<file path="src/rtl/countdown_led_pkg.sv">
// Shared definitions for the countdown LED alarm.
//   state_t          : top-level sequence states (IDLE, COUNT, FLASH)
//   DEF_*            : default parameter values for countdown_led
//   FLASH_BOUNDS     : number of flash half-period boundaries per sequence
//   cnt_width()      : counter width for a modulo-n counter (at least 1 bit)
package countdown_led_pkg;

  typedef enum logic [1:0] {
    ST_IDLE  = 2'd0,
    ST_COUNT = 2'd1,
    ST_FLASH = 2'd2
  } state_t;

  localparam int DEF_LED_W       = 16;
  localparam int DEF_TICK_CYCLES = 1000;
  localparam int DEF_FLASH_HALF  = 250;

  // Boundaries 1..5 toggle the bar, boundary 6 ends the sequence.
  localparam int FLASH_BOUNDS    = 6;

  function automatic int cnt_width(input int n);
    return (n > 1) ? $clog2(n) : 1;
  endfunction

endpackage

</file>
<file path="src/rtl/countdown_tick.sv">
// Modulo-N counter with synchronous clear and a wrap pulse.
//   clk   : sole clock
//   rst   : synchronous active-high reset
//   clear : forces the count to 0 on the next edge (wins over en)
//   en    : advance the count by one each cycle
//   wrap  : high in the cycle where the count sits at N-1 while enabled,
//           i.e. the next edge returns it to 0
module countdown_tick
  import countdown_led_pkg::*;
#(
  parameter int N = DEF_TICK_CYCLES
) (
  input  logic clk,
  input  logic rst,
  input  logic clear,
  input  logic en,
  output logic wrap
);

  localparam int W = cnt_width(N);
  localparam logic [W-1:0] LAST = W'(N - 1);

  logic [W-1:0] count;

  always_ff @(posedge clk) begin
    if (rst || clear) begin
      count <= '0;
    end else if (en) begin
      count <= (count == LAST) ? '0 : count + W'(1);
    end
  end

  assign wrap = en && (count == LAST);

endmodule

</file>
<file path="src/rtl/countdown_led.sv">
// Alarm countdown: a rising edge on ring lights the whole LED bar, which
// shrinks from the MSB one LED per TICK_CYCLES, then flashes three times
// (FLASH_HALF cycles per half-period) and pulses done.
//   clk     : sole clock
//   reset_n : synchronous reset, active-high despite the name
//   ring    : alarm trigger level; a rising edge (re)starts the sequence
//   led     : countdown bar / flash pattern
//   busy    : registered, high while not IDLE
//   done    : one-cycle pulse on the edge the sequence returns to IDLE
module countdown_led
  import countdown_led_pkg::*;
#(
  parameter int LED_W       = DEF_LED_W,
  parameter int TICK_CYCLES = DEF_TICK_CYCLES,
  parameter int FLASH_HALF  = DEF_FLASH_HALF
) (
  input  logic             clk,
  input  logic             reset_n,
  input  logic             ring,
  output logic [LED_W-1:0] led,
  output logic             busy,
  output logic             done
);

  localparam int BW = cnt_width(FLASH_BOUNDS);
  localparam logic [BW-1:0] LAST_BOUND = BW'(FLASH_BOUNDS - 1);
  localparam logic [LED_W-1:0] LED_ONE = LED_W'(1);

  state_t           state, state_nx;
  logic [LED_W-1:0] led_nx;
  logic [BW-1:0]    bcnt, bcnt_nx;
  logic             done_nx;
  logic             busy_nx;
  logic             ring_d;
  logic             start;
  logic             tick_wrap, half_wrap;

  assign start = ring & ~ring_d;

  // Each counter is held at 0 outside its own state, so entering COUNT or
  // FLASH always begins a full period; start also clears them for restarts.
  countdown_tick #(.N(TICK_CYCLES)) u_step (
    .clk   (clk),
    .rst   (reset_n),
    .clear (start || (state != ST_COUNT)),
    .en    (state == ST_COUNT),
    .wrap  (tick_wrap)
  );

  countdown_tick #(.N(FLASH_HALF)) u_flash (
    .clk   (clk),
    .rst   (reset_n),
    .clear (start || (state != ST_FLASH)),
    .en    (state == ST_FLASH),
    .wrap  (half_wrap)
  );

  always_ff @(posedge clk) begin
    if (reset_n) begin
      state  <= ST_IDLE;
      led    <= '0;
      bcnt   <= '0;
      done   <= 1'b0;
      busy   <= 1'b0;
      ring_d <= 1'b0;
    end else begin
      state  <= state_nx;
      led    <= led_nx;
      bcnt   <= bcnt_nx;
      done   <= done_nx;
      busy   <= busy_nx;
      ring_d <= ring;
    end
  end

  always_comb begin
    state_nx = state;
    led_nx   = led;
    bcnt_nx  = bcnt;
    done_nx  = 1'b0;
    if (start) begin
      // A fresh rising edge wins over any step or flash boundary.
      state_nx = ST_COUNT;
      led_nx   = '1;
      bcnt_nx  = '0;
    end else begin
      case (state)
        ST_COUNT: begin
          if (tick_wrap) begin
            if (led == LED_ONE) begin
              state_nx = ST_FLASH;
              led_nx   = '1;
              bcnt_nx  = '0;
            end else begin
              led_nx = led >> 1;
            end
          end
        end
        ST_FLASH: begin
          if (half_wrap) begin
            if (bcnt == LAST_BOUND) begin
              state_nx = ST_IDLE;
              led_nx   = '0;
              bcnt_nx  = '0;
              done_nx  = 1'b1;
            end else begin
              bcnt_nx = bcnt + BW'(1);
              led_nx  = ~led;
            end
          end
        end
        default: begin
          state_nx = ST_IDLE;
          led_nx   = '0;
          bcnt_nx  = '0;
        end
      endcase
    end
    busy_nx = (state_nx != ST_IDLE);
  end

endmodule

</file>
<file path="config.mk">
export PLATFORM = sky130hd
export DESIGN_NAME = countdown_led
export DESIGN_NICKNAME = d
export VERILOG_FILES = /design/src/rtl/countdown_led_pkg.sv /design/src/rtl/countdown_tick.sv /design/src/rtl/countdown_led.sv
export SDC_FILE = /design/constraint.sdc
export NUM_CORES = 1
export LEC_CHECK = 0
export CORE_MARGIN = 8
export CORE_UTILIZATION = 51
export CTS_CLUSTER_DIAMETER = 200
export DETAILED_ROUTE_END_ITERATION = 7
export GPL_TIMING_DRIVEN = 1
export PLACE_DENSITY = 0.73
export SLEW_MARGIN = 0
export SYNTH_ARGS = -nofsm -noshare
export SYNTH_HDL_FRONTEND = slang
export SYNTH_SLANG_ARGS = --single-unit
</file>
<file path="constraint.sdc">
create_clock -name clk -period 1.6 [get_ports clk]
set_input_delay 0.24 -clock clk [delete_from_list [all_inputs] [get_ports clk]]
set_output_delay 0.24 -clock clk [all_outputs]
set_load 0.01 [all_outputs]
</file>
### After elaboration in Yosys (flattened, before gate mapping)

Cells that the tools add are included.

* bits in registers: 42
* bits of input ports: 3
* output and inout port bits: 18
* word-level logic and storage cells: 60

* add/subtract/negate cells: 3
* equal/unequal tests: 13
* muxes and demuxes: 20
* bitwise operators: 5
* reduce and logical (&&, ||, !) cells: 11

Operators with widths (number)
* 16-bit two-way mux: 5
* 16-bit one-hot mux with 2 select lines: 1
* 16-bit by 1-bit equality test with 1-bit output (second input constant): 1
* 16-bit NOT: 1
* 3-bit two-way mux: 4
* 10-bit by 1-bit adder with 10-bit output (second input constant): 1
* 10-bit equality test (second input constant): 1
* 10-bit two-way mux: 1
* 2-bit two-way mux: 5
* 8-bit by 1-bit adder with 8-bit output (second input constant): 1
* 8-bit equality test (second input constant): 1
* 8-bit two-way mux: 1
* 2-bit != test (second input constant): 4
* 3-bit != test (second input constant): 2
* 3-bit one-hot mux with 2 select lines: 1
* 1-bit logical OR: 4
* 2-bit one-hot mux with 2 select lines: 1
* 4-bit OR reduction: 1
* 3-bit by 1-bit adder with 3-bit output (second input constant): 1
* 3-bit equality test (second input constant): 1
* 1-bit NOT: 3
* 3-bit AND reduction: 1
* 2-bit by 1-bit equality test with 1-bit output (second input constant): 1
* 2-bit equality test (second input constant): 1
* 7 further kinds: 8

### Longest topological paths before layout

Gate-level depths: netlist (run 1).

* depth after elaboration: 6
* gate-level depth with buffers: 9
* mapped depth without buffers: 7

### Cells and area by module

From an unflattened synthesis (run 1), not the netlist that was laid out.

* cell total of the unflattened synthesis: 264
* area total of the unflattened synthesis: 2217.1 sq um

Modules (own cells, without submodules)
* countdown_led: instances 1, cells an instance 163, area an instance 1338.8 sq um
* countdown_tick (u_step): instances 1, cells an instance 54, area an instance 475.5 sq um
* countdown_tick (u_flash): instances 1, cells an instance 47, area an instance 402.9 sq um

### Least setup slack after synthesis (run 1)

OpenSTA, ideal clock, no wires.

* path type: register -> register
* start point: register u_step.count[0]
* end point: register led[10]
* setup time: 0.070 ns
* arrival time: 1.487 ns
* data required time: 1.530 ns
* path slack: 0.042 ns
* stages on the path, launching flop included: 9
* path buffers: 2
* clock period less this slack: 1.558 ns
* path through: dfxtp_1 ha_1 and2_1 a41o_1 buf_4 nand2_2 buf_6 a21oi_1 a21oi_1

* word-level cells in the longest chain between the ends: 4

RTL lines
* start, declared: RTL line countdown_tick.sv:23 `logic [W-1:0] count;`
* start signal, assigned: RTL line countdown_tick.sv:29 `count <= (count == LAST) ? '0 : count + W'(1);`
* 10-bit equality test: RTL line countdown_tick.sv:33 `assign wrap = en && (count == LAST);`
* 1-bit logical AND: RTL line countdown_tick.sv:33
* 3-bit != test (no source line)
* 2-bit AND reduction (no source line)
* end signal, assigned: RTL line countdown_led.sv:68 `led <= led_nx;`
* end, declared: RTL line countdown_led.sv:20 `output logic [LED_W-1:0] led,`

Every way passes these cells.
A chain may end at the register's enable or synchronous reset.

### Worst setup path in the final report (run 1)

* start point: register led[4]
* end point: register led[1]

* word-level cells in the longest chain between the ends: 5

RTL lines
* 16-bit by 1-bit equality test with 1-bit output: RTL line countdown_led.sv:90 `if (led == LED_ONE) begin`
* 16-bit two-way mux: RTL line countdown_led.sv:90
* 16-bit two-way mux: RTL line countdown_led.sv:89 `if (tick_wrap) begin`
* 16-bit one-hot mux with 2 select lines: RTL line countdown_led.sv:87 `case (state)`
* 16-bit two-way mux: RTL line countdown_led.sv:81 `if (start) begin`

Every way passes these cells. The select of a mux whose other input is x is not followed.

==> results, run 1 <==
- The synthesized design spends more area on one cell type than any other, namely sky130_fd_sc_hd__dfxtp_1.
- After clock tree synthesis, the clock-pin slew on the worst setup and hold paths is 0.09 ns.
- The final max-slew violation count is 0.
- The critical path's top delay family is simple AND/OR/NAND/NOR gates.
- The number of detailed-route iterations in the first pass is 4.
- The mean instance size in the synthesized netlist is 8.44 µm².
- The highest fanout seen on the critical path is 8.
- The library cells used most frequently in the layout, excluding fill and tap cells, are 44 x sky130_fd_sc_hd__buf_4, 34 x sky130_fd_sc_hd__a21oi_1, 28 x sky130_fd_sc_hd__dfxtp_1.
- The count of cell types in the netlist is 43.
- The accumulated negative setup slack is -0.00593 ns.
- The share of the cycle needed by the critical path after routing is 1.00.
- The highest clock frequency the design can meet is 0.623 GHz.
- By area the synthesized netlist is led by sky130_fd_sc_hd__dfxtp_1 40%, sky130_fd_sc_hd__a21oi_1 8.4%, sky130_fd_sc_hd__o211ai_1 5.4%, sky130_fd_sc_hd__nand2_1 4.7%, sky130_fd_sc_hd__nor2_1 4.3%.
- The via count of the first global-routing pass came to 1934.
- The register area share after synthesis is 0.402.
- The maximum vdd ir drop is 0.731 mV.
- The class of the most critical setup path is register to register.
- 21 I/O pins were placed.
- The die is 80.0 µm tall.
- The async set-or-reset flop fraction in the synthesized netlist is 0.
- 0 antenna diodes ended up in the layout.
- The predominant post-synthesis flop cell is sky130_fd_sc_hd__dfxtp_1.
- After detailed routing, the average wire length per cell comes to 16.0 µm.
- Summing all placed instances gives a cell area of 0.00267 mm².
- The ratio of routed vias to standard cells is 5.66.
- The run finished, with violations left.
- The synthesis-to-finish area growth is 45.1%.
- The required time reported for the critical path endpoint is 1.82 ns.
- The final reports fail on setup timing.
- The share of cells above drive strength 1 is 0.309.
- The half-perimeter wire length after detailed placement is 3620 µm.
- The shortest period the worst path allows is 1.61 ns.
- Setup slack on the critical path of the routed design comes to -0.00593 ns.
- The setup slack of the most critical reg-to-reg path is -0.006 ns.
- The fraction of synthesized cell area taken by the top area cell type is 0.402.
- The critical path capture point type is a register.
- The design area is 0.00304 mm².
- The first global-routing pass estimated 9130 µm of wire.
- The CTS buffer count is 5.
- The tightest hold margin is 0.503 ns.
- The final layout contains routed wiring with a total length of 5860 µm.
- The number of hold violations in the final report came to 0.
- The clock tree skew after final layout is 0.0111 ns.
- Routability-driven placement finished with a final weighted congestion of 0.813.
- The global route total overflow is 0.
- The buffer type at the clock tree root is sky130_fd_sc_hd__clkbuf_8.
- The net count of the finished layout is 324.
- The critical-path cell with the highest stage delay is sky130_fd_sc_hd__nor4_2.
- The tightest min-delay check is of the register to register type.
- The number of antenna violations at the first check in global routing was 0.
- The arrival time reported for the critical path endpoint is 1.83 ns.
- Once layout is complete, the utilization of the core stands at 0.764.
- The pin count of the biggest net entering global routing is 19.
- The chip width is 80.0 µm.
- The maximum level of the CTS H-tree is 2.
- The starting density of the core is 0.527.
- The combined buffer and inverter count along the critical path is 1.
- Fill cells in the final layout number 263.
- The power per cell area is 796 mW/mm².
- The number of nets in the synthesized netlist is 256.
- The setup-violating endpoint count in the final report is 1.
- The headroom to the max-slew limit is 0.755.
- Setup repair after global routing could not meet its margin everywhere.
- The leakage power summed over all cells is 1.27 nW.
- The count of nets left with antenna violations once routing finished came out at 0.
- The clock tree from TritonCTS is built.
- Across the run, the number of max-cap violations was 0.
- The total track usage is 0.176.
- At the placement stage, the worst setup path has a slack of 0.0304 ns.
- The sort of element at the start of the critical path is a register.
- The total of warnings raised by yosys is 0.
- In this run, the number of DRC markers left after iteration 0 of detailed routing was 190.
- The transition time at the pin with the least slew margin is 0.364 ns.
- The critical path goes through nor4_2 > nand4_4 > nor2_4 > buf_12 > o211ai_1 > a21oi_1.
- The total die area is 0.00641 mm².
- During placement, the flow inserted port buffers numbering 20.
- The worst-skew pair later-pin latency is 0.30 ns.
- Synthesis produced a netlist whose cell count is 248.
- The initialized floorplan defines 23 standard-cell rows.
- The core region area is 0.00397 mm².
- The biggest cell delay along the critical path is 0.40 ns.
- In this run the deepest clock path goes through 2 buffers.
- Leaving out fill and tap cells, the most frequent cell in the layout is sky130_fd_sc_hd__buf_4.
- Yosys mapped a number of flops with a built-in enable equal to 0.
- The number of sinks driven by the clock tree is 42.
- The synthesized design contains 42 register bits.
- The detailed router placed 2076 vias in this run.
- Buffers inserted to repair hold after CTS numbered 0.
- The final routed DRC violation total is 0.
- Summing every instance area after synthesis gives 0.00209 mm².
-- final cells by class --
class                      instances  area (µm²)  area share
tap                               50        62.6      0.0206
inverter                           6        22.5     0.00742
timing repair buffer              73         688       0.227
sequential                        42         858       0.283
clock buffer                       6        82.6      0.0272
clock inverter                     2        60.1      0.0198
multi-input combinational        188        1260       0.415
-- power by group --
part           total [mW]  leakage [nW]  internal [mW]  switching [mW]
clock network        1.04        0.0714          0.666           0.379
logic               0.269         0.847          0.135           0.134
registers            1.10         0.347           1.08          0.0270
total                2.42          1.27           1.88           0.540
-- sequential cells by signal, indices dropped and copies added (netlist names) --
name           flops
ring_d             1
led               16
state              2
busy               1
done               1
u_step.count      10
bcnt               3
u_flash.count      8
-- repair_timing --
action                                  in CTS  in global routing
pin swaps                                    1                 13
gates cloned                                 0                  1
resized for setup                            4                 45
endpoints found under the setup margin       4                 33
setup buffers                                3                  1
-- synth_stat cells, drive strengths merged (2+ instances only) --
library cell and number:
a21oi 35, and2 2, and4 2, buf 7
clkbuf 5, dfxtp 42, ha 5, inv 6
nand2 27, nand2b 4, nand3 10, nand3b 3
nand4 6, nor2 26, nor2b 2, nor3b 2
nor4 3, o211ai 15, o21ai 21, or3 2
xnor2 4, xor2 8
-- stage by stage --
stage	power, mW	std cells
floorplan	1.23	248
global placement	1.36	354
detailed placement	1.36	354
CTS	2.40	365
global route	2.49	367
finish	2.42	367
-- worst paths after layout --
kind | cells after the start | endpoint | startpoint
setup / recovery | 6 | led[1] | led[4]
hold / removal | 2 | done | bcnt[2]
setup reg to reg | 6 | led[1] | led[4]
hold reg to reg | 2 | done | bcnt[2]
-- layer usage --
| layer | wire length [µm] | up-vias | GRT usage | share of wire |
|---|---|---|---|---|
| met1 | 2540 | 981 | 0.216 | 0.43 |
| met5 | 0 | - | 0 | 0 |
| met2 | 2930 | 59 | 0.299 | 0.50 |
| li1 | - | 1027 | - | - |
| met4 | 65 | 0 | 0.0491 | 0.011 |
| met3 | 322 | 9 | 0.0383 | 0.055 |
-- kinds of logic after synthesis --
group	count (synthesis)	synth area share
buffers and inverters	18	0.0460
AND/OR/NAND/NOR	93	0.251
XOR/XNOR	12	0.0502
flip-flops	42	0.402
multiplexers	1	0.00478
AO/OA/AOI/OAI	77	0.217
adder cells (fa/ha/maj)	5	0.0299
-- tightest hold or removal path: stages, from the launching register on --
cell and delay [ns]:
sky130_fd_sc_hd__dfxtp_1 0.34, sky130_fd_sc_hd__nand2_1 0.08, sky130_fd_sc_hd__nor3_1 0.05
No activity file was read; power rests on OpenSTA's default activity.
==> run 2, diff against run 1 <==
Settings changed: PLACE_DENSITY 0.73 to 0.84.
==> run 2 against run 1 <==
  * The flow now finishes without violations
  * Critical path depth down 4
  * Sequential cell count unchanged
  * First-iteration DRC count down 17%
  * Combinational power down 4%
  * Via count up 2.0%
==> results, run 2 (synthesized netlist as in run 1, its figures left out) <==
- The global route total overflow is 0 (unchanged).
- The type of the tightest min-delay check is register to register.
- The core region area is 0.00397 mm² (unchanged).
- The class of the most critical setup path is register to output pin.
- The design area is 0.00287 mm² (-5.6%).
- The setup-violating endpoint count in the final report came to 0 (-1).
- The worst-skew pair later-pin latency is 0.31 ns (about the same).
- The die span in y is 80.0 µm (unchanged).
- The ratio of routed vias to standard cells is 5.95 (+5.2%).
- The arrival time reported for the critical path endpoint was 1.35 ns (-0.48 ns).
- The starting density of the core is 0.527 (unchanged).
- The met1 track demand over resource in global routing is 0.193 (-0.0232).
- The via count of the first global-routing pass is 1959 (+1.3%).
- The required time reported for the critical path endpoint came to 1.36 ns (-0.46 ns).
- The share of cells above drive strength 1 was 0.288 (-0.0216).
- The number of antenna violations at the first check in global routing is 0 (unchanged).
- The power per cell area is 767 mW/mm² (-3.7%).
- The capturing point of the worst reg2reg path is led[12].
- The shortest period the worst path allows came to 1.59 ns (-0.0141 ns).
- The hold buffer count at CTS is 0 (unchanged).
- Leaving out fill and tap cells, the most frequent cell in the layout is sky130_fd_sc_hd__buf_4.
- The max-capacitance violation count is 0 (unchanged).
- The clock tree skew after final layout was 0.0130 ns (+0.00198 ns).
- The leakage power summed over all cells is 1.13 nW (-11%).
- The maximum vdd ir drop is 0.635 mV (-13%).
- The flow ran to the end, and the final reports show no timing, DRC or antenna violations.
- The chip width is 80.0 µm (unchanged).
- STA classifies the critical path startpoint as a register.
- The total cell area at the placement stage is 0.00259 mm² (-3.0%).
- The final max-slew violation count was 0 (unchanged).
- The total die area came to 0.00641 mm² (unchanged).
- The number of sinks driven by the clock tree is 42 (unchanged).
- The peak-usage layer in the global routing report is met2.
- The number of nets with antenna violations after routing is 0 (unchanged).
- The number of flip-flops under the largest register name is 16 (unchanged).
- The synthesis-to-finish area growth is 37.0%.
- The buffer type at the clock tree root is sky130_fd_sc_hd__clkbuf_8.
- led holds more flip-flops than any other register.
- The CTS buffer count is 5 (unchanged).
- The maximum level of the CTS H-tree is 2 (unchanged).
- The number of rows created at floorplan came to 23 (unchanged).
- The share of the cycle needed by the critical path after routing came to 0.995 (-0.00883).
- The pin count of the biggest net entering global routing was 18 (-1).
- The number of vias in the routed layout was 2118 (+2.0%).
- TritonCTS built the clock tree.
- The count of input and output buffers is 20 (unchanged).
- The final antenna diode count is 0 (unchanged).
- The half-perimeter wire length after detailed placement is 3640 µm (+0.61%).
- The number of violations reported at the end of detailed-routing iteration 0 is 157 (-17%).
- The setup slack of the most critical reg-to-reg path is 0.02 ns (+0.03 ns).
- The highest fanout seen on the critical path came to 4 (-4).
- The count of placed standard cells in the final layout, fillers left out came to 356 (-3.0%).
- The final estimated routing congestion in global placement is 0.843 (+3.7%).
- Setup repair after global routing could not meet its margin everywhere.
- The worst reg2reg path depth is 7 (+1).
- The library cells used most frequently in the layout, excluding fill and tap cells, are 37 x sky130_fd_sc_hd__buf_4, 31 x sky130_fd_sc_hd__dfxtp_1, 28 x sky130_fd_sc_hd__a21oi_1.
- The number of hold violations in the final report is 0 (unchanged).
- The total track usage is 0.169 (-0.00726).
- The headroom to the max-slew limit was 0.820 (+0.0652).
- The number of instances in the placed design is 345 (-2.5%).
- The endpoint with the worst hold slack is u_step.count[9].
- The global-route wire length before repair is 8610 µm (-5.7%).
- The highest clock frequency the design can meet is 0.628 GHz (+0.89%).
- The I/O pin count is 21 (unchanged).
- The beginning of the worst register-to-register path is u_step.count[0].
- The met3 layer usage reported by global route is 0.0541 (+0.0158).
- The final net count is 313 (-3.4%).
- The critical path capture point type is an output pin.
- The largest registers in the layout are led x16, u_step.count x10, u_flash.count x8.
- The routed length per placed instance is 16.4 µm (+3.0%).
- The number of buffers on the longest clock path was 2 (unchanged).
- The clock slew at the register clock pins of the worst setup and hold paths is 0.08 ns (about the same).
- The number of cells on the worst hold path is 2 (unchanged).
- The met2 capacity usage during global routing is 0.268 (-0.0307).
- The transition time at the pin with the least slew margin is 0.267 ns (-0.0970 ns).
- The final routed DRC violation total is 0 (unchanged).
- The detailed-route wire length was 5860 µm (about the same).
- In this run the most critical hold path is launched from u_step.count[9].
- The number of detailed-route iterations in the first pass is 5 (+1).
run 2: power breakdown:
part           internal [mW]  switching, mW  total [mW]
sequential              1.07         0.0268        1.10
combinational          0.124          0.134       0.258
clock                  0.467          0.370       0.837
total                   1.67          0.531        2.20
run 2: layout make-up:
cell class	count	area, µm²
sequential	42	857
fill	258	1110
tap	50	62.6
clock inverter	1	30.0
multi-input combinational	189	1270
timing repair buffer	61	544
clock buffer	7	76.3
inverter	6	22.5
run 2: how the worst max path moves through the flow:
stage,end,from,slack (ns)
after floorplan,led[10],u_step.count[0],0.04
after global routing,led[12],u_flash.count[1],-0.1
after detailed placement,u_step.count[7],ring,-0.05
after CTS,bcnt[1],led[1],0.003
final,led[1],led[1],0.008
after global placement,bcnt[1],led[9],0.03
run 2: through the flow:
step           setup slack [ns]  total power [mW]  hold WS (ns)  utilization  setup TNS [ns]
5_1_grt                 -0.0995              2.27         0.520        0.721          -0.543
3_3_place_gp             0.0295              1.35         0.468        0.651               0
4_1_cts                 0.00280              2.17         0.502        0.679               0
6_report                0.00821              2.20         0.498        0.721               0
2_1_floorplan            0.0424              1.23         0.368            -               0
3_5_place_dp            -0.0536              1.35         0.484        0.651          -0.534
run 2: worst max-delay path, cell delays in order (launching register included):
cell and delay [ns]:
sky130_fd_sc_hd__dfxtp_2 0.37, sky130_fd_sc_hd__buf_4 0.14, sky130_fd_sc_hd__clkdlybuf4s50_1 0.53
run 2: timing repair:
action / in CTS / in global routing
resized for setup: 3 / 42
setup endpoints to repair: 4 / 40
cloned: 0 / 1
pin swaps: 0 / 15
buffers inserted: 0 / 2
run 2: routing by layer:
| metal | share of wire | routed length (µm) | vias to the layer above |
|---|---|---|---|
| li1 | - | - | 1000 |
| met1 | 0.40 | 2340 | 996 |
| met2 | 0.50 | 2910 | 104 |
| met3 | 0.076 | 445 | 18 |
| met4 | 0.027 | 161 | 0 |
| met5 | 0 | 0 | - |
